## config.mk

```make
export PLATFORM = sky130hd
export DESIGN_NAME = dsp_path_ctrl
export DESIGN_NICKNAME = d
export VERILOG_FILES = /design/src/rtl/dsp_path_ctrl.sv
export SDC_FILE = /design/constraint.sdc
export NUM_CORES = 1
export LEC_CHECK = 0
export ABC_AREA = 1
export CORE_MARGIN = 4
export CORE_UTILIZATION = 36
export DETAILED_ROUTE_END_ITERATION = 8
export GPL_ROUTABILITY_DRIVEN = 0
export HOLD_SLACK_MARGIN = 0.15
export PLACE_DENSITY = 0.95
export SETUP_SLACK_MARGIN = 0.05
export SYNTH_ARGS = -nofsm -noshare
export SYNTH_HDL_FRONTEND = slang
export SYNTH_SLANG_ARGS = --single-unit
```

## constraint.sdc

```tcl
create_clock -name clk -period 6.9 [get_ports clk]
set_clock_uncertainty 0.1 [all_clocks]
set_input_delay 0.69 -clock clk [delete_from_list [all_inputs] [get_ports clk]]
set_output_delay 0.69 -clock clk [all_outputs]
set_load 0.02 [all_outputs]
```

## src/rtl/dsp_path_ctrl.sv

```systemverilog
// Packet-boundary-safe bypass/DSP scheduler with drained mode switching and drain timeout.
// Optional packet statistics are built when DSP_PATH_CTRL_STATS_EN is defined.
module dsp_path_ctrl #(
    parameter int unsigned OUTST_W       = 4,
    parameter int unsigned DRAIN_TIMEOUT = 4096
) (
    input  logic        clk,
    input  logic        rst_n,
    input  logic        cfg_fir_enable,
    input  logic        cfg_dft_enable,
    input  logic        err_clr,
    output logic        snk_ready,
    input  logic [31:0] snk_data,
    input  logic        snk_valid,
    input  logic        snk_sop,
    input  logic        snk_eop,
    output logic [31:0] src_data,
    output logic        src_valid,
    output logic        src_sop,
    output logic        src_eop,
    input  logic        src_ready,
    input  logic        dsp_snk_ready,
    output logic [31:0] dsp_snk_data,
    output logic        dsp_snk_valid,
    output logic        dsp_snk_sop,
    output logic        dsp_snk_eop,
    input  logic [31:0] dsp_src_data,
    input  logic        dsp_src_valid,
    input  logic        dsp_src_sop,
    input  logic        dsp_src_eop,
    output logic        dsp_src_ready,
    output logic        dsp_flush,
    output logic [1:0]  stat_mode,
    output logic        stat_drain_err,
    output logic [15:0] stat_byp_pkts,
    output logic [15:0] stat_dsp_pkts
);

    typedef enum logic [1:0] {
        ST_BYPASS = 2'd0,
        ST_DSP    = 2'd1,
        ST_DRAIN  = 2'd2
    } state_t;

    localparam int unsigned TMR_W = $clog2(DRAIN_TIMEOUT + 1);
    localparam logic [TMR_W-1:0] TMR_LAST = TMR_W'(DRAIN_TIMEOUT - 1);

    state_t             state;
    state_t             state_nxt;
    logic               in_pkt;
    logic               in_pkt_nxt;
    logic               out_pkt;
    logic               out_pkt_nxt;
    logic [OUTST_W-1:0] outst;
    logic [OUTST_W-1:0] outst_nxt;
    logic [TMR_W-1:0]   drain_tmr;
    logic               drain_timeout;
    logic               req_dsp;
    logic               full_block;
    logic               in_xfer;
    logic               out_xfer;
    logic               in_eop;
    logic               out_eop;
    logic               outst_inc;

    assign req_dsp    = cfg_fir_enable | cfg_dft_enable;
    // Input is held off only at a packet boundary so a started packet always completes.
    assign full_block = !in_pkt && (outst == '1);

    always_comb begin
        src_data      = dsp_src_data;
        src_valid     = dsp_src_valid;
        src_sop       = dsp_src_sop;
        src_eop       = dsp_src_eop;
        dsp_src_ready = src_ready;
        snk_ready     = 1'b0;
        dsp_snk_data  = snk_data;
        dsp_snk_valid = 1'b0;
        dsp_snk_sop   = snk_sop;
        dsp_snk_eop   = snk_eop;
        case (state)
            ST_BYPASS: begin
                src_data      = snk_data;
                src_valid     = snk_valid;
                src_sop       = snk_sop;
                src_eop       = snk_eop;
                snk_ready     = src_ready;
                dsp_src_ready = 1'b0;
            end
            ST_DSP: begin
                snk_ready     = dsp_snk_ready & !full_block;
                dsp_snk_valid = snk_valid & !full_block;
            end
            default: ;
        endcase
    end

    assign in_xfer     = snk_valid & snk_ready;
    assign out_xfer    = dsp_src_valid & dsp_src_ready;
    assign in_eop      = in_xfer & snk_eop;
    assign out_eop     = out_xfer & dsp_src_eop;
    assign outst_inc   = in_eop & (state == ST_DSP);
    assign in_pkt_nxt  = in_xfer ? !snk_eop : in_pkt;
    assign out_pkt_nxt = out_xfer ? !dsp_src_eop : out_pkt;

    always_comb begin
        outst_nxt = outst;
        case ({outst_inc, out_eop})
            2'b10:   outst_nxt = outst + OUTST_W'(1);
            2'b01:   outst_nxt = outst - OUTST_W'(1);
            default: outst_nxt = outst;
        endcase
    end

    // In DRAIN a re-request wins, then a clean drain, and only then the forced timeout exit.
    always_comb begin
        state_nxt     = state;
        drain_timeout = 1'b0;
        case (state)
            ST_BYPASS: begin
                if (req_dsp && !in_pkt_nxt)
                    state_nxt = ST_DSP;
            end
            ST_DSP: begin
                if (!req_dsp && !in_pkt_nxt)
                    state_nxt = ST_DRAIN;
            end
            ST_DRAIN: begin
                if (req_dsp) begin
                    state_nxt = ST_DSP;
                end else if ((outst_nxt == '0) && !out_pkt_nxt) begin
                    state_nxt = ST_BYPASS;
                end else if (drain_tmr == TMR_LAST) begin
                    state_nxt     = ST_BYPASS;
                    drain_timeout = 1'b1;
                end
            end
            default: state_nxt = ST_BYPASS;
        endcase
    end

    always_ff @(posedge clk or negedge rst_n) begin
        if (!rst_n) begin
            state          <= ST_BYPASS;
            in_pkt         <= 1'b0;
            out_pkt        <= 1'b0;
            outst          <= '0;
            drain_tmr      <= '0;
            stat_drain_err <= 1'b0;
        end else begin
            state   <= state_nxt;
            in_pkt  <= in_pkt_nxt;
            out_pkt <= drain_timeout ? 1'b0 : out_pkt_nxt;
            outst   <= drain_timeout ? '0 : outst_nxt;
            if (state == ST_DRAIN)
                drain_tmr <= drain_tmr + TMR_W'(1);
            else
                drain_tmr <= '0;
            if (drain_timeout)
                stat_drain_err <= 1'b1;
            else if (err_clr)
                stat_drain_err <= 1'b0;
        end
    end

    assign dsp_flush = drain_timeout;
    assign stat_mode = state;

`ifdef DSP_PATH_CTRL_STATS_EN
    logic [15:0] byp_cnt;
    logic [15:0] dsp_cnt;

    always_ff @(posedge clk or negedge rst_n) begin
        if (!rst_n) begin
            byp_cnt <= '0;
            dsp_cnt <= '0;
        end else begin
            if ((state == ST_BYPASS) && in_eop)
                byp_cnt <= byp_cnt + 16'd1;
            if (out_eop)
                dsp_cnt <= dsp_cnt + 16'd1;
        end
    end

    assign stat_byp_pkts = byp_cnt;
    assign stat_dsp_pkts = dsp_cnt;
`else
    assign stat_byp_pkts = '0;
    assign stat_dsp_pkts = '0;
`endif

endmodule

```

==> results of run 1 <==
## area by class of cell
cell class              instances  area, sq um  area share (%)
clock buffers                   3        41.29           1.176
well taps                      75        93.84           2.674
repair buffers                152         1521           43.35
inverters                      36        135.1           3.850
flip-flops and latches         22        550.5           15.69
multi-input cells             259         1167           33.26
## power by group through the flow
stage	Sequential, mW	Clock (mW)	Combinational, mW
floorplan	0.183	0	0.536
global placement	0.178	0	0.891
detailed placement	0.182	0	0.907
CTS	0.179	0.0810	0.912
global route	0.184	0.0842	0.982
finish	0.180	0.0772	0.905
## path summary, 6_finish.rpt
check | from | end | slack [ns] | cells after the start
setup / recovery | stat_mode[0] | dsp_flush | 2.11 | 20
hold / removal | drain_tmr[0] | drain_tmr[0] | 0.36 | 1
setup reg to reg | stat_mode[0] | outst[0] | 3.42 | 20
hold reg to reg | drain_tmr[0] | drain_tmr[0] | 0.36 | 1
max in group asynchronous | rst_n | drain_tmr[0] | 5.19 | 1
min in group asynchronous | rst_n | drain_tmr[11] | 0.89 | 1
## cell families (layout without fill, tap and decap cells)
logic type	Yosys count	count (layout)	share of synthesized area (%)
compound gates	19	19	4.430
xor+xnor	5	5	1.938
fa+ha+maj	4	4	2.215
buf+inv	109	191	29.13
flops	22	22	24.36
other cells	1	32	0.1660
simple gates	199	199	37.76
## cells in the final DEF (no fill, tap or decap), drive strengths merged, types with 4 or more instances in the layout
cell and instances:
a21oi 8, clkdlybuf4s50 152, conb 32, dfrtp 22, ha 4, inv 36
nand2 151, nand3 17, nor2 22, o21ai 10
## registers in the layout, indices dropped and copies added, names as in the netlist
name            cells
outst               4
in_pkt              1
stat_drain_err      1
stat_mode           2
drain_tmr          13
out_pkt             1
## worst max-delay path: cells and delay by family, from the launching register on
kind                       cells  cell delay [ns]
and+or+nand+nor               13             1.53
buffers and inverters          5             1.23
adders and majority gates      2             0.52
DFF                            1             0.43
## per-stage QoR
step	cells	utilization, %	hold slack [ns]
3_3_place_gp	544	57.89	0.3507
5_1_grt	547	58.58	0.4026
4_1_cts	547	58.58	0.3651
2_1_floorplan	390	-	0.2944
3_5_place_dp	544	57.89	0.3542
6_report	547	58.58	0.3595
## per-layer routing
metal / up-vias / track usage [%]
met1: 1061 / 21.44
met2: 118 / 32.30
li1: 1226 / -
met5: - / 0
met4: 0 / 4.603
met3: 18 / 4.541
==> flow_summary.yaml, run 1 <==
status:
  outcome: "complete, no violations"
synth:
  synth_edf_count: 0
  yosysMostFrequentCell: "nand2_1"
  synth_top_area_cell: "nand2_1"
  syn-cell-area_sq_um: 2260
  synthTopCellsByArea: "nand2_1 25%, dfrtp_1 24%, buf_4 22%"
  ys.flop_type: "dfrtp_1"
  syn-instance-count: 359
  syn_avg_cell_area_sq_um: 6.294
  ys_types: 30
  yosysSeqAreaShare_pct: 24.36
  ys_warn_count: 0
  synthArstFlopShare_pct: 100.0
  synthTopCellsByCount: "148 x nand2_1, 66 x buf_4, 30 x inv_1"
  synth_seq_cells: 22
  yosys.area.top_type_share_pct: 24.58
setup_path:
  cp.arrival_ns: 4.00
  cp_slowest_stage_delay_ns: 0.53
  end_kind: "primary output"
  crit_path_start_kind: "register"
  cp.required_ns: 6.11
  crit_chain: "inv_2 > nand2_4 > inv_2 > nand2_1 > nand2_1 > nand4_1 > ha_1 > nand2_1 > inv_2 > nor2_1 > ha_1 > nand2_1 > nand2_1 > nor2_1 > nand3_1 > nor2_1 > nand3_1 > nand3_4 > inv_2 > clkdlybuf4s50_1"
  crit_slowest_cell: "clkdlybuf4s50_1"
  path_max_fanout: 38
  worstSetupPathType: "reg2out"
  cp_common_cell: "nand2_1"
pwr:
  p_per_area_nw_per_um2: 331.4
  finalPower_mw: 1.163
  irDropWorstVdd_uv: 200.8
  pwr-share-seq_pct: 15.5
  switching_share_pct: 51.21
  switching_power_uw: 595.5
  p_leak_nw: 1.691
  p_int_uw: 567.5
  clockPowerShare_pct: 6.6
  comb_power_share_pct: 77.9
clock_tree:
  root_buffer: "clkbuf_8"
  cts_setup_buffers: 0
  cts_tree: "done"
  ctsHoldBuffers: 0
  cts_sinks: 22
  cts_buffer_depth: 2
  cts.clk_slew.worst_paths_ns: 0.08
  cts_made_buffers: 3
  cts_resized: 0
  clk_latency_ns: 0.26
  h-tree-depth: 1
sta:
  drv_slew: 0
  period_share_pct: 69.47
  tns_ns: 0
  maxSlewHeadroom_pct: 31.48
  hold_viol_final: 0
  fmax_mhz: 208.6
  period_minus_slack_ns: 4.794
  rsz0062_at_grt: "false"
  layout_setup_ws_ns: 2.106
  worstMarginPinSlew_ns: 1.025
  setup_viol: 0
global_route:
  grt_max_degree: 39
  grt_overflow_total: 0
  antenna_found_initial: 0
  grt_pass1_wl_microns: 10980
  grt_pass1_vias: 2304
  gr-usage-all-layers_pct: 18.06
layout:
  drive_above_1_share_pct: 4.661
  n_fill_cell: 552
  syn_to_final_growth_pct: 55.32
  diodes: 0
  final_area_sq_um: 3510
  fin_nets: 555
floorplan:
  die-height_microns: 87.23
  start_util_pct: 37.72
  die_area_sq_um: 7608
  io_pins: 185
  die_width_microns: 87.23
  core_area_sq_um: 5991
  row_count: 28
route:
  ant_nets: 0
  wl_met2_microns: 3806
  wl_per_cell_microns: 13.76
  post-route-drc-count: 0
  drt_iter0_drc: 79
  routed-wl-met3_microns: 714
  vias_per_cell: 4.430
  num_vias: 2423
  drt-met1-wl_microns: 2854
  highest_layer: "met4"
  dr.pass1.iters: 4
  routed_wl_microns: 7525
min_path:
  hold_path.class: "reg2reg"
place:
  port-buffer-count: 152
  dp_slack_ns: 2.408
  placed_cell_area_sq_um: 3468
  dp_hpwl_microns: 6462
job:
  max-cap-violations: 0
Note: power is estimated with default switching activity, not from simulation.
==> run 2, diff against run 1 <==
--- a/config.mk
+++ b/config.mk
@@ -7,11 +7,11 @@
 export LEC_CHECK = 0
 export ABC_AREA = 1
 export CORE_MARGIN = 4
-export CORE_UTILIZATION = 36
+export CORE_UTILIZATION = 33
 export DETAILED_ROUTE_END_ITERATION = 8
 export GPL_ROUTABILITY_DRIVEN = 0
 export HOLD_SLACK_MARGIN = 0.15
-export PLACE_DENSITY = 0.95
+export PLACE_DENSITY = 0.89
 export SETUP_SLACK_MARGIN = 0.05
 export SYNTH_ARGS = -nofsm -noshare
 export SYNTH_HDL_FRONTEND = slang
==> constraint.sdc (replaced) <==
create_clock -name clk -period 4.64 [get_ports clk]
set_clock_uncertainty 0.1 [all_clocks]
set_input_delay 0.464 -clock clk [delete_from_list [all_inputs] [get_ports clk]]
set_output_delay 0.464 -clock clk [all_outputs]
set_load 0.02 [all_outputs]
==> flow_summary.yaml, run 2 (synthesis gave the netlist of run 1 again) <==
sta:
  rsz0062_at_grt: "false"
  period_share_pct: 87.96
  hold_viol_final: 0
  tns_ns: 0
  fmax_mhz: 245.0
  drv_slew: 0
  setup_viol: 0
  layout_setup_ws_ns: 0.5588
  period_minus_slack_ns: 4.081
  worstMarginPinSlew_ns: 1.011
  maxSlewHeadroom_pct: 32.42
route:
  vias_per_cell: 4.430
  ant_nets: 0
  post-route-drc-count: 0
  drt_iter0_drc: 65
  num_vias: 2441
  wl_per_cell_microns: 13.68
  routed_wl_microns: 7536
  dr.pass1.iters: 4
global_route:
  grt_max_degree: 38
  grt_pass1_wl_microns: 11940
  grt_overflow_total: 0
  gr-usage-all-layers_pct: 17.72
  antenna_found_initial: 0
  grt_pass1_vias: 2329
layout:
  drive_above_1_share_pct: 5.063
  final_area_sq_um: 3533
  largest_reg_flops: 13
  regMostFlops: "drain_tmr"
  syn_to_final_growth_pct: 56.37
  fin_nets: 556
  mostFrequentLayoutCells: "152 x clkdlybuf4s50_1, 148 x nand2_1, 32 x conb_1, 30 x inv_1, 22 x dfrtp_1"
  diodes: 0
  final_common_cell: "clkdlybuf4s50_1"
setup_path:
  timing.rr.start: "stat_mode[1]"
  reg2regPathDepth: 20
  path_max_fanout: 37
  end_kind: "primary output"
  critPathLaunch: "stat_mode[1]"
  rr_endpoint: "stat_mode[0]"
  cp.arrival_ns: 3.52
  regToRegSetupSlack_ns: 1.68
  worstSetupPathType: "reg2out"
  crit_path_start_kind: "register"
  cp.required_ns: 4.08
clock_tree:
  cts.clk_slew.worst_paths_ns: 0.08
  cts_tree: "done"
  clk_latency_ns: 0.27
  cts_made_buffers: 3
  cts_buffer_depth: 2
  h-tree-depth: 1
  cts_setup_buffers: 0
  cts_sinks: 22
  root_buffer: "clkbuf_8"
  cts_resized: 0
  ctsHoldBuffers: 0
floorplan:
  io_pins: 185
  die-height_microns: 90.75
  core_area_sq_um: 6495
  die_width_microns: 90.75
  row_count: 29
  start_util_pct: 34.79
  die_area_sq_um: 8236
place:
  port-buffer-count: 152
  placed_cell_area_sq_um: 3478
  dp_slack_ns: 0.6610
  dp_hpwl_microns: 6562
min_path:
  holdPathStages: 1
  hold_end: "drain_tmr[0]"
  hold_path.class: "reg2reg"
  hp-start: "drain_tmr[0]"
pwr:
  clockPowerShare_pct: 7.8
  comb_power_share_pct: 77.2
  irDropWorstVdd_uv: 299.7
  switching_share_pct: 50.65
  pwr-share-seq_pct: 15.0
  p_leak_nw: 1.703
  p_per_area_nw_per_um2: 498.0
  finalPower_mw: 1.760
  p_int_uw: 868.3
  switching_power_uw: 891.3
status:
  outcome: "complete, no violations"
job:
  max-cap-violations: 0
## run 2: per-stage QoR
step | cells | hold WS (ns) | utilization [%]
after floorplan | 390 | 0.06841 | -
after CTS | 551 | 0.3654 | 54.40
after global routing | 551 | 0.3846 | 54.40
after detailed placement | 547 | 0.3553 | 53.55
after global placement | 547 | 0.3466 | 53.55
final | 551 | 0.3607 | 54.40
## run 2: per-layer routing
metal,routed length [microns],share of wire [%],global-route usage [%],up-vias
met1,2876,38,19.21,1102
met3,504,6.7,4.333,8
met5,0,0,0,-
met2,4071,54,34.22,104
met4,83,1.1,3.954,0
li1,-,-,-,1227
## run 2: how the worst max path moves through the flow
stage	cells past startpoint	slack, ns	end
finish	20	0.56	dsp_flush
global route	20	0.17	dsp_flush
CTS	20	0.53	dsp_flush
detailed placement	18	0.66	dsp_flush
global placement	20	0.79	dsp_flush
floorplan	19	1.50	dsp_flush
## run 2: cell type report
type | instances | area (sq um)
Clock buffer | 4 | 55.05
Sequential cell | 22 | 550.5
Inverter | 36 | 135.1
Timing Repair Buffer | 153 | 1529
Fill cell | 601 | 2962
Tap cell | 77 | 96.34
Multi-Input combinational cell | 259 | 1167
## run 2: critical path, stage by stage, from the launching register on
cell and delay (ns):
dfrtp_1 0.42, inv_2 0.11, nand2_4 0.22, inv_2 0.12, nand2_1 0.05, nand2_1 0.12, nand4_1 0.13, ha_1 0.26
nand2_1 0.10, inv_2 0.04, nor2_1 0.13, ha_1 0.25, nand2_1 0.06, nand2_1 0.06, nor2_1 0.12, nand3_1 0.08
nor2_1 0.10, nand3_1 0.15, nand3_4 0.15, inv_2 0.04, clkdlybuf4s50_1 0.54
## run 2: power groups by stage
stage | registers [mW] | clock network (mW) | logic [mW]
after global placement | 0.266 | 0 | 1.34
final | 0.265 | 0.137 | 1.36
after global routing | 0.271 | 0.153 | 1.47
after floorplan | 0.272 | 0 | 0.797
after detailed placement | 0.268 | 0 | 1.37
after CTS | 0.264 | 0.143 | 1.37
==> run 3, diff against run 2 <==
--- a/config.mk
+++ b/config.mk
@@ -7,11 +7,12 @@
 export LEC_CHECK = 0
 export ABC_AREA = 1
 export CORE_MARGIN = 4
-export CORE_UTILIZATION = 33
+export CORE_UTILIZATION = 34
+export CTS_BUF_LIST = sky130_fd_sc_hd__clkbuf_4 sky130_fd_sc_hd__clkbuf_8
 export DETAILED_ROUTE_END_ITERATION = 8
 export GPL_ROUTABILITY_DRIVEN = 0
 export HOLD_SLACK_MARGIN = 0.15
-export PLACE_DENSITY = 0.89
+export PLACE_DENSITY = 0.91
 export SETUP_SLACK_MARGIN = 0.05
 export SYNTH_ARGS = -nofsm -noshare
 export SYNTH_HDL_FRONTEND = slang
==> constraint.sdc (replaced) <==
create_clock -name clk -period 4.6 [get_ports clk]
set_clock_uncertainty 0.1 [all_clocks]
set_input_delay 0.46 -clock clk [delete_from_list [all_inputs] [get_ports clk]]
set_output_delay 0.46 -clock clk [all_outputs]
set_load 0.02 [all_outputs]
==> flow_summary.yaml, run 3 (synthesis gave the netlist of run 1 again) <==
floorplan:
  row_count: 29
  start_util_pct: 35.38
  die-height_microns: 89.53
  die_area_sq_um: 8015
  io_pins: 185
  core_area_sq_um: 6386
  die_width_microns: 89.53
pwr:
  p_leak_nw: 1.710
  irDropWorstVdd_uv: 372.3
  p_per_area_nw_per_um2: 513.1
layout:
  utilization_pct: 55.58
  final_cells: 551
  mostFrequentLayoutCells: "152 x clkdlybuf4s50_1, 148 x nand2_1, 32 x conb_1, 30 x inv_1, 22 x dfrtp_1"
  drive_above_1_share_pct: 5.063
  multi_input_area_sq_um: 1167
  n_fill_cell: 584
  syn_to_final_growth_pct: 57.09
  regMostFlops: "drain_tmr"
  diodes: 0
  final-seq-area_sq_um: 550.5
  largest_reg_flops: 13
  fin_nets: 556
  final_common_cell: "clkdlybuf4s50_1"
  final_area_sq_um: 3550
clock_tree:
  root_buffer: "clkbuf_8"
  clk_latency_ns: 0.27
  cts_resized: 0
  cts.clk_slew.worst_paths_ns: 0.09
  cts_tree: "done"
  cts_made_buffers: 3
  cts_setup_buffers: 0
  cts_sinks: 22
  h-tree-depth: 1
  ctsHoldBuffers: 0
  cts_buffer_depth: 2
place:
  dp_slack_ns: 0.6268
  place_inst: 547
  dp_hpwl_microns: 6345
  port-buffer-count: 152
  placed_cell_area_sq_um: 3478
route:
  num_vias: 2454
  drt_iter0_drc: 59
  wl_met2_microns: 3837
  routed-wl-met3_microns: 759
  routed_wl_microns: 7373
  wl_per_cell_microns: 13.38
  vias_per_cell: 4.454
  ant_nets: 0
  drt-met1-wl_microns: 2676
  highest_layer: "met4"
  dr.pass1.iters: 4
  post-route-drc-count: 0
setup_path:
  end_kind: "primary output"
  crit_slowest_cell: "clkdlybuf4s50_1"
  worstSetupPathType: "reg2out"
  path_buf_inv: 7
  cp_slowest_stage_delay_ns: 0.59
  cp_common_cell: "nand2_1"
  cp.arrival_ns: 3.54
  crit_path_start_kind: "register"
  path_max_fanout: 37
  crit_chain: "inv_2 > nand2_4 > inv_2 > nand2_1 > nand2_1 > nand4_1 > ha_1 > nand2_1 > inv_2 > nor2_1 > ha_1 > inv_1 > nand2_1 > inv_1 > nand2_1 > nand3_1 > nand2_1 > nor2_1 > nand3_1 > nand3_4 > inv_2 > clkdlybuf4s50_1"
  worst_path_dominant_cell_family: "simple AND/OR/NAND/NOR gates"
  cp.required_ns: 4.04
global_route:
  grt_max_degree: 38
  grt_pass1_vias: 2266
  gr-usage-all-layers_pct: 16.04
  grt_pass1_wl_microns: 10200
  antenna_found_initial: 0
  grt_overflow_total: 0
sta:
  hold_viol_final: 0
  period_minus_slack_ns: 4.098
  tns_ns: 0
  worstMarginPinSlew_ns: 0.9965
  period_share_pct: 89.08
  drv_slew: 0
  maxSlewHeadroom_pct: 33.36
  setup_viol: 0
  fmax_mhz: 244.0
  rsz0062_at_grt: "false"
  layout_setup_ws_ns: 0.5025
job:
  max-cap-violations: 0
status:
  outcome: "complete, no violations"
min_path:
  hold_path.class: "reg2reg"
## run 3: changes by cell type in the layout (fill, tap and decap cells not counted), sizes merged
| cell | before | now |
|---|---|---|
| bufinv | 0 | 1 |
| clkbuf | 4 | 3 |
## run 3: layout make-up
type | count | area share [%]
clock buffer | 3 | 1.163
tap | 77 | 2.714
clock inverter | 1 | 0.8460
timing repair buffer | 153 | 43.07
inverter | 36 | 3.807
multi-input combinational | 259 | 32.89
sequential | 22 | 15.51
## run 3: path summary, 6_finish.rpt
path / from / to / slack [ns] / cells after the start
min in group asynchronous: rst_n / outst[3] / 0.64 / 1
max in group asynchronous: rst_n / drain_tmr[8] / 3.15 / 1
hold / removal: drain_tmr[0] / drain_tmr[0] / 0.36 / 1
setup / recovery: stat_mode[0] / dsp_flush / 0.50 / 22
setup reg to reg: stat_mode[0] / stat_mode[0] / 1.62 / 20
hold reg to reg: drain_tmr[0] / drain_tmr[0] / 0.36 / 1
## run 3: layer usage
layer	GRT usage [%]	vias to the layer above
li1	-	1230
met1	17.92	1109
met2	29.87	107
met3	4.608	8
met4	3.654	0
met5	0	-
## run 3: where the power goes
group / internal (mW) / switching (mW)
combinational: 0.568 / 0.802
clock: 0.116 / 0.0647
sequential: 0.231 / 0.0392
total: 0.915 / 0.906
## run 3: per-stage QoR
stage,power (mW),hold slack [ns]
after floorplan,1.078,0.06441
after detailed placement,1.649,0.3543
after CTS,1.837,0.3646
after global placement,1.616,0.3476
final,1.821,0.3577
after global routing,1.962,0.4099
